--- src/rtl/ftdi_pkg.sv ---
// Shared FSM encoding, default sizing and the packed output word layout
// for the FTDI synchronous-FIFO receive path.
package ftdi_pkg;

    localparam int FLUSH_CYCLES_DEF = 64;
    localparam int CNT_W_DEF        = 16;

    localparam logic [1:0] ST_IDLE       = 2'd0;
    localparam logic [1:0] ST_OE_SETUP   = 2'd1;
    localparam logic [1:0] ST_READ       = 2'd2;
    localparam logic [1:0] ST_TURNAROUND = 2'd3;

    // odd marks a word whose upper byte is flush padding
    typedef struct packed {
        logic       odd;
        logic [7:0] hi;
        logic [7:0] lo;
    } rx_word_t;

endpackage

--- src/rtl/ftdi_rx_if.sv ---
// FTDI pin bundle plus the downstream FIFO write port of the receive path.
interface ftdi_rx_if;

    logic        rxf;
    logic [7:0]  d;
    logic        oe;
    logic        rd;
    logic        fifo_afull;
    logic        wrreq;
    logic [15:0] q;
    logic        q_odd;

    modport master (
        input  rxf, d, fifo_afull,
        output oe, rd, wrreq, q, q_odd
    );

    modport slave (
        output rxf, d, fifo_afull,
        input  oe, rd, wrreq, q, q_odd
    );

endinterface

--- src/rtl/ftdi_rx_packer.sv ---
// Pairs accepted bytes into 16-bit words and flushes a lone byte after an
// idle timeout; also keeps the running byte count.
module ftdi_rx_packer
    import ftdi_pkg::*;
#(
    parameter int FLUSH_CYCLES = FLUSH_CYCLES_DEF,
    parameter int CNT_W        = CNT_W_DEF
) (
    input  logic             clk,
    input  logic             n_rst,
    input  logic             accept,
    input  logic [7:0]       din,
    output logic             wrreq,
    output rx_word_t         word,
    output logic [CNT_W-1:0] byte_cnt
);

    localparam int             TW     = $clog2(FLUSH_CYCLES + 1);
    localparam logic [TW-1:0]  T_LAST = TW'(FLUSH_CYCLES - 1);

    logic [7:0]    low;
    logic          pending;
    logic [TW-1:0] timer;

    always_ff @(posedge clk or negedge n_rst) begin
        if (!n_rst) begin
            wrreq    <= 1'b0;
            word     <= '0;
            byte_cnt <= '0;
            low      <= 8'h00;
            pending  <= 1'b0;
            timer    <= '0;
        end else begin
            wrreq <= 1'b0;
            if (accept) begin
                byte_cnt <= byte_cnt + 1'b1;
                timer    <= '0;
                if (pending) begin
                    word    <= '{odd: 1'b0, hi: din, lo: low};
                    wrreq   <= 1'b1;
                    pending <= 1'b0;
                end else begin
                    low     <= din;
                    pending <= 1'b1;
                end
            // a pair write always takes priority over the timeout
            end else if (pending && timer == T_LAST) begin
                word    <= '{odd: 1'b1, hi: 8'h00, lo: low};
                wrreq   <= 1'b1;
                pending <= 1'b0;
                timer   <= '0;
            end else if (pending) begin
                timer <= timer + 1'b1;
            end
        end
    end

endmodule

--- src/rtl/ftdi_rx_controller.sv ---
// FTDI 245 synchronous-FIFO read controller: drives OE#/RD#, accepts bytes
// and hands them to the packer for 16-bit FIFO writes.
module ftdi_rx_controller
    import ftdi_pkg::*;
#(
    parameter int FLUSH_CYCLES = FLUSH_CYCLES_DEF,
    parameter int CNT_W        = CNT_W_DEF
) (
    input  logic             clk,
    input  logic             n_rst,
    ftdi_rx_if.master        bus,
    output logic [CNT_W-1:0] byte_cnt,
    output logic             busy
);

    logic [1:0] state;
    logic [1:0] state_nxt;
    logic       accept;
    rx_word_t   word;

    // the FTDI hands over a byte on every edge with RD# low and data available
    assign accept = !bus.rd && !bus.rxf;

    always_comb begin
        state_nxt = state;
        case (state)
            ST_IDLE:     if (!bus.rxf && !bus.fifo_afull) state_nxt = ST_OE_SETUP;
            ST_OE_SETUP: state_nxt = ST_READ;
            ST_READ:     if (bus.rxf || bus.fifo_afull) state_nxt = ST_TURNAROUND;
            default:     state_nxt = ST_IDLE;
        endcase
    end

    // pins follow the next state so they stay registered yet change on the transition edge
    always_ff @(posedge clk or negedge n_rst) begin
        if (!n_rst) begin
            state  <= ST_IDLE;
            busy   <= 1'b0;
            bus.oe <= 1'b1;
            bus.rd <= 1'b1;
        end else begin
            state  <= state_nxt;
            busy   <= (state_nxt != ST_IDLE);
            bus.oe <= !((state_nxt == ST_OE_SETUP) || (state_nxt == ST_READ));
            bus.rd <= (state_nxt != ST_READ);
        end
    end

    ftdi_rx_packer #(
        .FLUSH_CYCLES(FLUSH_CYCLES),
        .CNT_W       (CNT_W)
    ) u_packer (
        .clk     (clk),
        .n_rst   (n_rst),
        .accept  (accept),
        .din     (bus.d),
        .wrreq   (bus.wrreq),
        .word    (word),
        .byte_cnt(byte_cnt)
    );

    assign bus.q     = {word.hi, word.lo};
    assign bus.q_odd = word.odd;

endmodule

--- src/flat_wrapper.sv ---
// flat-port wrapper written by rule: the top's interface ports become plain ports
module ftdi_rx_controller_flat import ftdi_pkg::*;
#(
    parameter int FLUSH_CYCLES = FLUSH_CYCLES_DEF,
    parameter int CNT_W        = CNT_W_DEF
)
  (clk, n_rst, byte_cnt, busy, bus_rxf, bus_d, bus_fifo_afull, bus_oe, bus_rd, bus_wrreq, bus_q, bus_q_odd);
  ftdi_rx_if bus_i ();
  input  logic clk;
  input  logic n_rst;
  output logic [CNT_W-1:0] byte_cnt;
  output logic busy;
  input wire logic [$bits(bus_i.rxf)-1:0] bus_rxf;
  input wire logic [$bits(bus_i.d)-1:0] bus_d;
  input wire logic [$bits(bus_i.fifo_afull)-1:0] bus_fifo_afull;
  output wire logic [$bits(bus_i.oe)-1:0] bus_oe;
  output wire logic [$bits(bus_i.rd)-1:0] bus_rd;
  output wire logic [$bits(bus_i.wrreq)-1:0] bus_wrreq;
  output wire logic [$bits(bus_i.q)-1:0] bus_q;
  output wire logic [$bits(bus_i.q_odd)-1:0] bus_q_odd;
  assign bus_i.rxf = bus_rxf;
  assign bus_i.d = bus_d;
  assign bus_i.fifo_afull = bus_fifo_afull;
  assign bus_oe = bus_i.oe;
  assign bus_rd = bus_i.rd;
  assign bus_wrreq = bus_i.wrreq;
  assign bus_q = bus_i.q;
  assign bus_q_odd = bus_i.q_odd;
  ftdi_rx_controller #(.FLUSH_CYCLES(FLUSH_CYCLES), .CNT_W(CNT_W)) u_core (.clk(clk), .n_rst(n_rst), .bus(bus_i), .byte_cnt(byte_cnt), .busy(busy));
endmodule
--- config.mk ---
export PLATFORM = sky130hd
export DESIGN_NAME = ftdi_rx_controller_flat
export DESIGN_NICKNAME = d
export VERILOG_FILES = /design/src/rtl/ftdi_pkg.sv /design/src/rtl/ftdi_rx_if.sv /design/src/rtl/ftdi_rx_packer.sv /design/src/rtl/ftdi_rx_controller.sv /design/src/flat_wrapper.sv
export SDC_FILE = /design/constraint.sdc
export NUM_CORES = 1
export LEC_CHECK = 0
export ABC_AREA = 1
export BUFFER_PORTS_ARGS = -buffer_cell sky130_fd_sc_hd__buf_2
export CAP_MARGIN = 5
export CORE_MARGIN = 1
export CORE_UTILIZATION = 55
export DETAILED_ROUTE_END_ITERATION = 7
export PLACE_DENSITY = 0.89
export RECOVER_POWER = 50
export SETUP_SLACK_MARGIN = 0.2
export SLEW_MARGIN = 20
export SYNTH_ARGS = -nofsm -noshare
export SYNTH_HDL_FRONTEND = slang
export SYNTH_SLANG_ARGS = --single-unit
--- constraint.sdc ---
create_clock -name clk -period 1.75 [get_ports clk]
set_clock_uncertainty 0.2 [all_clocks]
set_input_delay 0.4375 -clock clk [delete_from_list [all_inputs] [get_ports clk]]
set_output_delay 0.4375 -clock clk [all_outputs]
set_load 0.1 [all_outputs]
==> implementation parameters, run 1 <==
Parameter                              Value

Placement
  Placement-stage worst setup slack    about 15 ps
  Detailed-placement wirelength estimate    4230 um
  Placed cells    approximately 390
  Gpl congestion    approximately 0.84
  Port-buffer cells    48

Yosys
  Count of warnings emitted by yosys    0
  Sequential share of the synthesized area    between 50% and 60%
  Synthesized area divided by synthesized cell count    slightly above 9 um2
  Number of standard cells after synthesis    between 200 and 300
  Synthesized flop and latch total    55
  Post-synthesis instance area    2550 um2
  Post-synth net total    about 300
  Number of distinct standard cells referenced by the synthesized netlist    29

Clocking
  Maximum buffer depth of the clock tree    2
  CTS sink cnt    55
  CTS Buf Count    5
  Number of H-tree branching levels    2
  Buffer type at the clock tree root    sky130_fd_sc_hd__clkbuf_8

Outcome
  Last flow stage reached    global routing (5_1_grt)
  Error    [ERROR DPL-0038] Utilization greater than 100%, impossible to legalize
  Result of the run    aborted with a tool error

Global routing
  Pin count of the biggest net entering global routing    46

Die
  Die Y-Extent    70.1 um
  Cell Rows    24
  Initial core utilization    a little under 60%
  Die outline width    around 70 um
  Ports placed on the boundary    49

STA
  Kind of the worst endpoint    register input
  GR repair worst EP    u_core.u_packer.byte_cnt[6]$_DFFE_PN0N_/D
-- repair_timing --
action,4_1_cts
cloned,2
hold endpoints to repair,9
buffers inserted,41
hold buffers,1
pin swaps,16
gates resized for setup,108
endpoints found under the setup margin,68
-- cells by family after synthesis --
| kind of cell | count (synthesis) | share of synthesized area [%] |
|---|---|---|
| and+or+nand+nor | 149 | 26.9 |
| AOI/OAI and AO/OA | 23 | 5.24 |
| muxes | 3 | 1.32 |
| DFF | 55 | 54.0 |
| adders and majority gates | 5 | 2.45 |
| xor gates and xnor gates | 11 | 3.77 |
| buffers and inverters | 36 | 6.37 |
-- per-stage QoR --
| step | hold WS (ps) | cell area [um2] |
|---|---|---|
| after floorplan | -58.1 | 2730 |
| after global placement | 134 | 3360 |
| after detailed placement | 137 | 3360 |
| after CTS | 142 | 4190 |
-- synthesized netlist by cell type --
master / number / area (um2)
sky130_fd_sc_hd__inv_2: 4 / 15.0
sky130_fd_sc_hd__nand2_1: 91 / 342
sky130_fd_sc_hd__xnor2_1: 7 / 61.3
sky130_fd_sc_hd__buf_6: 3 / 33.8
sky130_fd_sc_hd__o21ai_0: 15 / 75.1
sky130_fd_sc_hd__nand2_2: 1 / 6.26
sky130_fd_sc_hd__o21ai_2: 5 / 43.8
sky130_fd_sc_hd__o21ai_1: 1 / 5.00
sky130_fd_sc_hd__nor2_4: 4 / 45.0
sky130_fd_sc_hd__nor2_1: 17 / 63.8
sky130_fd_sc_hd__nand3b_1: 1 / 7.51
sky130_fd_sc_hd__nand2_4: 1 / 11.3
sky130_fd_sc_hd__nand4_1: 7 / 43.8
sky130_fd_sc_hd__nor3_1: 1 / 5.00
sky130_fd_sc_hd__buf_4: 1 / 7.51
sky130_fd_sc_hd__a21oi_1: 2 / 10.0
sky130_fd_sc_hd__nand3_4: 1 / 17.5
sky130_fd_sc_hd__dfstp_2: 2 / 52.6
sky130_fd_sc_hd__nor3_4: 1 / 16.3
sky130_fd_sc_hd__xor2_1: 4 / 35.0
sky130_fd_sc_hd__mux2_2: 3 / 33.8
sky130_fd_sc_hd__buf_2: 1 / 5.00
sky130_fd_sc_hd__dfrtp_1: 53 / 1330
sky130_fd_sc_hd__inv_1: 27 / 101
sky130_fd_sc_hd__ha_1: 5 / 62.6
sky130_fd_sc_hd__nor2_2: 1 / 6.26
sky130_fd_sc_hd__nand3_2: 1 / 10.0
sky130_fd_sc_hd__or2_2: 1 / 6.26
sky130_fd_sc_hd__nand3_1: 21 / 105
==> inputs of run 2 (changes only) <==
--- a/config.mk
+++ b/config.mk
@@ -9,11 +9,10 @@
 export BUFFER_PORTS_ARGS = -buffer_cell sky130_fd_sc_hd__buf_2
 export CAP_MARGIN = 5
 export CORE_MARGIN = 1
-export CORE_UTILIZATION = 55
+export CORE_UTILIZATION = 40
 export DETAILED_ROUTE_END_ITERATION = 7
-export PLACE_DENSITY = 0.89
+export PLACE_DENSITY_LB_ADDON = 0.15
 export RECOVER_POWER = 50
-export SETUP_SLACK_MARGIN = 0.2
 export SLEW_MARGIN = 20
 export SYNTH_ARGS = -nofsm -noshare
 export SYNTH_HDL_FRONTEND = slang
==> implementation parameters, run 2 <==
Parameter                              Value

Yosys
  Synthesized area divided by synthesized cell count    9.06 um2 (unchanged)
  Synthesized flop and latch total    55 (unchanged)
  Post-synth top flop    sky130_fd_sc_hd__dfrtp_1
  Number of distinct standard cells referenced by the synthesized netlist    29 (unchanged)
  Count of warnings emitted by yosys    0 (unchanged)
  Post-synth ARST share    100% (unchanged)
  Area share of the largest cell type after synthesis    51.9% (unchanged)
  Cell type with the largest total area after synthesis    sky130_fd_sc_hd__dfrtp_1
  Top cells by area, synth    sky130_fd_sc_hd__dfrtp_1, sky130_fd_sc_hd__nand2_1, sky130_fd_sc_hd__nand3_1
  Cell with the most instances after synthesis    sky130_fd_sc_hd__nand2_1
  Post-synth net total    299 (unchanged)
  Number of standard cells after synthesis    282 (unchanged)
  Most frequent cells after synthesis    sky130_fd_sc_hd__nand2_1, sky130_fd_sc_hd__dfrtp_1, sky130_fd_sc_hd__inv_1
  Sequential share of the synthesized area    54.0% (unchanged)
  Post-synthesis instance area    2550 um2 (unchanged)
  Count of flip-flops with a built-in enable after synthesis    0 (unchanged)

Finish
  Synthesis-to-layout area growth    34.5%
  Top register by number of flip-flops    u_core.u_packer.word
  Most common library cell in the layout ignoring fill and taps    sky130_fd_sc_hd__nand2_1
  Final core utilization    ~57%
  Max reg flops    17
  Cell area after layout    approximately 3400 um2
  Share of layout cells above drive strength 1    between 30% and 40%
  Count of non-filler cells in the finished layout    423
  Highest-count cells in the layout ignoring fill and taps    sky130_fd_sc_hd__nand2_1, sky130_fd_sc_hd__dfrtp_1, sky130_fd_sc_hd__inv_1
  Number of nets in the layout    approximately 360
  Number of antenna diodes    0
  Largest registers ranked by flip-flop count    u_core.u_packer.word x17, u_core.u_packer.byte_cnt x16, u_core.u_packer.low x8

Global routing
  Pin count of the biggest net entering global routing    56
  Antenna violations before repair    0
  Gr usage total    16.7%
  Global-route wire length before repair    ~8700 um
  Overflow after GRT    0
  Number of global-route vias before repair    1,851

Worst setup path
  Critical Setup Path Class    flip-flop to output pin
  Arrival @ worst endpoint    1130 ps
  Maximum fanout along the worst path    2
  Crit. path cell count    1
  Setup crit start    u_core.bus.rd$_DFF_PN1_
  Worst path max stage delay    around 650 ps
  Cell chain of the critical path    buf_12
  Standard cell with the maximum stage delay on the critical path    sky130_fd_sc_hd__dfstp_4
  Largest delay share family, worst path    flip-flops
  Depth of the worst register-to-register path    5
  Worst setup path end    bus_rd
  Critical Path Sink Type    output pin
  Number of buffers and inverters on the critical path    1
  End of the worst register-to-register path    u_core.u_packer.byte_cnt[8]$_DFFE_PN0N_
  Worst reg2reg setup slack    roughly 80 ps
  Required time at the worst-slack endpoint    between 1000 and 1500 ps
  Reg-to-reg critical path startpoint    u_core.u_packer.byte_cnt[0]$_DFFE_PN0N_
  Nature of the critical path startpoint    flip-flop

Route
  WL/cell    ~12 um
  Starting DRC count in detailed routing    98
  Post-detailed-route via-to-cell ratio    roughly 4.7
  Total number of vias    roughly 2,000
  Detailed-router iteration count before antenna repair    4
  Post-DRT Antenna Nets    0
  DRC violations left    0
  Wirelength, routed    4890 um

Die
  Cell Rows    28 (+17%)
  Core Region    6030 um2
  Die outline width    81.9 um (+17%)
  Ports placed on the boundary    49 (unchanged)
  Initial core utilization    42.4% (-15 points)
  Die Outline Area    between 6000 and 7000 um2
  Die Y-Extent    81.9 um (+17%)

Outcome
  Violated checks    setup timing
  Result of the run    complete, but fails checks

STA
  Worst Hold Slack    around 150 ps
  Portion of the clock cycle consumed by the worst path in the final layout    101%
  Clock period minus worst slack    approximately 1800 ps
  Worst Tran Pin Value    between 400 and 500 ps
  Relative slew margins    roughly 68%
  Setup ws final    -22.1 ps
  Max-slew violation count    0
  Final setup violating endpoints    1
  Achievable frequency    between 500 and 600 MHz
  Final-report hold violation count    0
  RSZ-0062 raised after global routing    yes
  Fin Setup TNS    -22.1 ps

Clocking
  Clock latency at the later pin of the worst-skew pair    between 300 and 400 ps
  Clock tree from TritonCTS    yes
  Maximum buffer depth of the clock tree    2 (unchanged)
  CTS Buf Count    5 (unchanged)
  CTS sink cnt    55 (unchanged)
  Number of H-tree branching levels    2 (unchanged)
  Register clock-pin slew on the reported worst setup and hold paths    around 90 ps
  Buffer type at the clock tree root    sky130_fd_sc_hd__clkbuf_8

Job
  Number of max-cap violations    0

Placement
  Placement-stage worst setup slack    13.1 ps (-1.46 ps)
  DP Area    3270 um2 (-2.5%)
  Port-buffer cells    48 (unchanged)
  Detailed-placement wirelength estimate    3570 um (-16%)
  Placed cells    412 (+6.7%)
  Gpl congestion    0.793 (-5.6%)

Power
  Cell Pwr Density    around 1900 nW/um2
  Leak    1.64 nW
  Pwr Total    approximately 6.5 mW
  Maximum vdd ir drop    approximately 1.2 mV

Worst hold path
  Type of the worst min-delay path    input port to flip-flop
==> run 2: cell counts after synthesis <==
No cell type changed its count.
==> run 2: layout make-up <==
type,count,area [um2]
fill,533,2590
sequential,55,1410
multi-input combinational,191,1010
timing repair buffer,63,701
inverter,31,116
tap,75,93.8
clock buffer,6,82.6
clock inverter,2,16.3
==> run 2: metal layers <==
layer | GRT usage, % | part of all wire (%)
met1 | 22.9 | 48
met2 | 26.4 | 46
met3 | 3.22 | 3.6
met4 | 5.79 | 1.5
met5 | 0 | 0
==> run 2: repair_timing <==
action | 4_1_cts | 5_1_grt
setup buffers | 0 | 2
setup endpoints to repair | 12 | 19
hold buffers | 1 | 0
endpoints found under the hold margin | 53 | 0
gates resized for setup | 11 | 9
cloned | 0 | 0
==> run 2: how the worst min path moves through the flow <==
| stage | from | endpoint | cells past startpoint |
|---|---|---|---|
| finish | bus_d[4] | u_core.u_packer.word[12]$_DFFE_PN0P_ | 3 |
| global route | bus_d[4] | u_core.u_packer.word[12]$_DFFE_PN0P_ | 3 |
| CTS | bus_d[4] | u_core.u_packer.word[12]$_DFFE_PN0P_ | 3 |
| detailed placement | n_rst | u_core.u_packer.byte_cnt[8]$_DFFE_PN0N_ | 2 |
| global placement | n_rst | u_core.u_packer.byte_cnt[8]$_DFFE_PN0N_ | 2 |
| floorplan | n_rst | u_core.busy$_DFF_PN0_ | 0 |
==> run 2: power by group <==
group,internal [mW],total (mW),switching (mW)
clock network,0.324,0.744,0.420
logic,1.01,3.64,2.63
registers,1.75,2.13,0.388
total,3.08,6.52,3.44
==> run 2: cells by family (layout without fill, tap and decap cells) <==
kind of cell | Yosys count | in the layout | synth area share, %
adder cells (fa/ha/maj) | 5 | 5 | 2.45
buffers and inverters | 36 | 102 | 6.37
AND/OR/NAND/NOR | 149 | 149 | 26.9
XOR/XNOR | 11 | 11 | 3.77
flip-flops | 55 | 55 | 54.0
AO/OA/AOI/OAI | 23 | 23 | 5.24
multiplexers | 3 | 3 | 1.32
Note: power is estimated with default switching activity, not from simulation.
==> inputs of run 3 (changes only) <==
--- a/config.mk
+++ b/config.mk
@@ -9,7 +9,7 @@
 export BUFFER_PORTS_ARGS = -buffer_cell sky130_fd_sc_hd__buf_2
 export CAP_MARGIN = 5
 export CORE_MARGIN = 1
-export CORE_UTILIZATION = 40
+export CORE_UTILIZATION = 45
 export DETAILED_ROUTE_END_ITERATION = 7
 export PLACE_DENSITY_LB_ADDON = 0.15
 export RECOVER_POWER = 50
==> implementation parameters, run 3 (synthesized netlist as in run 2, its figures left out) <==
Parameter                              Value

Placement
  Gpl congestion    0.787 (-0.83%)
  DP Area    3320 um2 (+1.3%)
  Detailed-placement wirelength estimate    3940 um (+10%)
  Port-buffer cells    48 (unchanged)
  Placed cells    411 (-0.24%)

Global routing
  Antenna violations before repair    0 (unchanged)
  Pin count of the biggest net entering global routing    26 (-54%)
  Number of global-route vias before repair    1,978 (+6.9%)
  Overflow after GRT    0 (unchanged)
  Gr usage total    19.1% (+2.3 points)
  Global-route wire length before repair    8960 um (+3.5%)

Power
  Psw    3.49 mW (+1.5%)
  Cell Pwr Density    1990 nW/um2 (+4.6%)
  Sw Ratio    50.8% (-2.0 points)
  Cell internal power dissipation    3.39 mW (+10%)
  Leak    1.67 nW (+1.4%)
  Maximum vdd ir drop    1.63 mV (+30%)
  Sequential fraction of design power    31.1% (-1.6 points)
  Relative contribution of combinational cells to total power    54.2% (-1.6 points)
  Share of total power in the clock network    14.7% (+3.3 points)

STA
  Max-slew violation count    0 (unchanged)
  Worst Hold Slack    140 ps (-7.45 ps)
  Setup ws final    -23.6 ps (-1.57 ps)
  Achievable frequency    564 MHz (about the same)
  Final setup violating endpoints    1 (unchanged)
  Portion of the clock cycle consumed by the worst path in the final layout    101% (about the same)
  Relative slew margins    58.2% (-9.8 points)
  Clock period minus worst slack    1770 ps (+1.57 ps)
  Final-report hold violation count    0 (unchanged)
  RSZ-0062 raised after global routing    yes
  Worst Tran Pin Value    627 ps (+143 ps)

Worst setup path
  Crit. path cell count    1 (unchanged)
  Worst reg2reg setup slack    50 ps (-30 ps)
  Number of buffers and inverters on the critical path    1 (unchanged)
  Standard cell with the maximum stage delay on the critical path    sky130_fd_sc_hd__dfstp_4
  Arrival @ worst endpoint    1140 ps (about the same)
  Setup crit start    u_core.bus.rd$_DFF_PN1_
  Critical Setup Path Class    flip-flop to output pin
  Depth of the worst register-to-register path    6 (+1)
  Nature of the critical path startpoint    flip-flop
  Worst path max stage delay    650 ps (about the same)
  Reg-to-reg critical path startpoint    u_core.bus.rd$_DFF_PN1_
  Maximum fanout along the worst path    2 (unchanged)
  Worst setup path end    bus_rd
  Required time at the worst-slack endpoint    1110 ps (about the same)
  End of the worst register-to-register path    u_core.u_packer.byte_cnt[11]$_DFFE_PN0N_
  Largest delay share family, worst path    flip-flops
  Cell chain of the critical path    buf_12
  Critical Path Sink Type    output pin

Route
  Detailed-router iteration count before antenna repair    4 (unchanged)
  WL/cell    12.4 um (+7.3%)
  Total number of vias    2,030 (+2.7%)
  Wirelength, routed    5210 um (+6.5%)
  Starting DRC count in detailed routing    64 (-35%)
  Post-DRT Antenna Nets    0 (unchanged)
  Post-detailed-route via-to-cell ratio    4.83 (+3.4%)
  DRC violations left    0 (unchanged)

Finish
  Max reg flops    17 (unchanged)
  Cell area after layout    3470 um2 (+0.91%)
  Synthesis-to-layout area growth    35.7%
  Final core utilization    63.3% (+6.3 points)
  Number of antenna diodes    0 (unchanged)
  Largest registers ranked by flip-flop count    u_core.u_packer.word x17, u_core.u_packer.byte_cnt x16, u_core.u_packer.low x8
  Top register by number of flip-flops    u_core.u_packer.word
  Highest-count cells in the layout ignoring fill and taps    sky130_fd_sc_hd__nand2_1, sky130_fd_sc_hd__dfrtp_1, sky130_fd_sc_hd__inv_1
  Share of layout cells above drive strength 1    31.0% (+0.57 points)
  Number of nets in the layout    364 (unchanged)
  Count of non-filler cells in the finished layout    420 (-0.71%)
  Most common library cell in the layout ignoring fill and taps    sky130_fd_sc_hd__nand2_1

Clocking
  Maximum buffer depth of the clock tree    2 (unchanged)
  Buffer type at the clock tree root    sky130_fd_sc_hd__clkbuf_8
  Number of H-tree branching levels    2 (unchanged)
  Clock tree from TritonCTS    yes
  CTS sink cnt    55 (unchanged)
  Register clock-pin slew on the reported worst setup and hold paths    100 ps (about the same)
  CTS Buf Count    5 (unchanged)
  Clock latency at the later pin of the worst-skew pair    310 ps (about the same)

Die
  Ports placed on the boundary    49 (unchanged)
  Cell Rows    27 (-3.6%)
  Core Region    5470 um2 (-9.2%)
  Initial core utilization    46.7% (+4.3 points)
  Die Y-Extent    77.3 um (-5.6%)
  Die outline width    77.3 um (-5.6%)
  Die Outline Area    5980 um2 (-11%)

Outcome
  Result of the run    complete, but fails checks
  Violated checks    setup timing

Worst hold path
  Type of the worst min-delay path    input port to flip-flop
  Hold Path Depth    3 (unchanged)

Job
  Number of max-cap violations    0 (unchanged)
[run 3: final cells by class]
type                    instances  area (um2)
clock inverters                 3        71.3
clock buffers                   5        68.8
fillers                       462        2010
well taps                      72        90.1
inverters                      31         119
repair buffers                 63         698
flip-flops and latches         55        1410
multi-input cells             191        1010
[run 3: power groups by stage]
| stage | Combinational (mW) | Sequential (mW) | Clock (mW) |
|---|---|---|---|
| 4_1_cts | 3.75 | 2.14 | 1.04 |
| 3_3_place_gp | 3.63 | 2.16 | 0 |
| 3_5_place_dp | 3.68 | 2.16 | 0 |
| 2_1_floorplan | 0.746 | 4.01 | 0 |
| 5_1_grt | 3.91 | 2.20 | 1.08 |
| 6_report | 3.73 | 2.14 | 1.01 |
[run 3: what timing repair did]
item | in CTS | in global routing
setup buffers | 0 | 0
pin swaps | 0 | 0
hold buffers | 1 | 0
gates resized for setup | 10 | 7
setup endpoints to repair | 11 | 16
endpoints found under the hold margin | 20 | 0
[run 3: through the flow]
step	setup TNS (ps)	setup WS [ps]	total power [mW]
2_1_floorplan	0	13.4	4.76
3_3_place_gp	0	60.4	5.79
3_5_place_dp	0	5.04	5.84
4_1_cts	-35.0	-35.0	6.93
5_1_grt	-717	-48.7	7.19
6_report	-23.6	-23.6	6.88
[run 3: worst min-delay path by stage]
stage	from	end	slack, ps
final	bus_d[4]	u_core.u_packer.word[12]$_DFFE_PN0P_	140
after global routing	bus_d[4]	u_core.u_packer.word[12]$_DFFE_PN0P_	140
after CTS	bus_d[4]	u_core.u_packer.word[12]$_DFFE_PN0P_	130
after detailed placement	u_core.u_packer.low[1]$_DFFE_PN0P_	u_core.u_packer.word[1]$_DFFE_PN0P_	260
after global placement	u_core.u_packer.low[6]$_DFFE_PN0P_	u_core.u_packer.word[6]$_DFFE_PN0P_	260
after floorplan	n_rst	u_core.busy$_DFF_PN0_	-60
[run 3: metal layers]
metal / GRT usage (%) / up-vias / routed length [um]
li1: - / 1022 / -
met1: 24.5 / 961 / 2400
met2: 32.0 / 40 / 2580
met3: 2.82 / 7 / 148
met4: 8.30 / 0 / 80
met5: 0 / - / 0
[run 3: tightest hold or removal path, delay by kind of cell]
| kind | cells | cell delay [ps] |
|---|---|---|
| buffers and inverters | 1 | 90 |
| and+or+nand+nor | 2 | 100 |
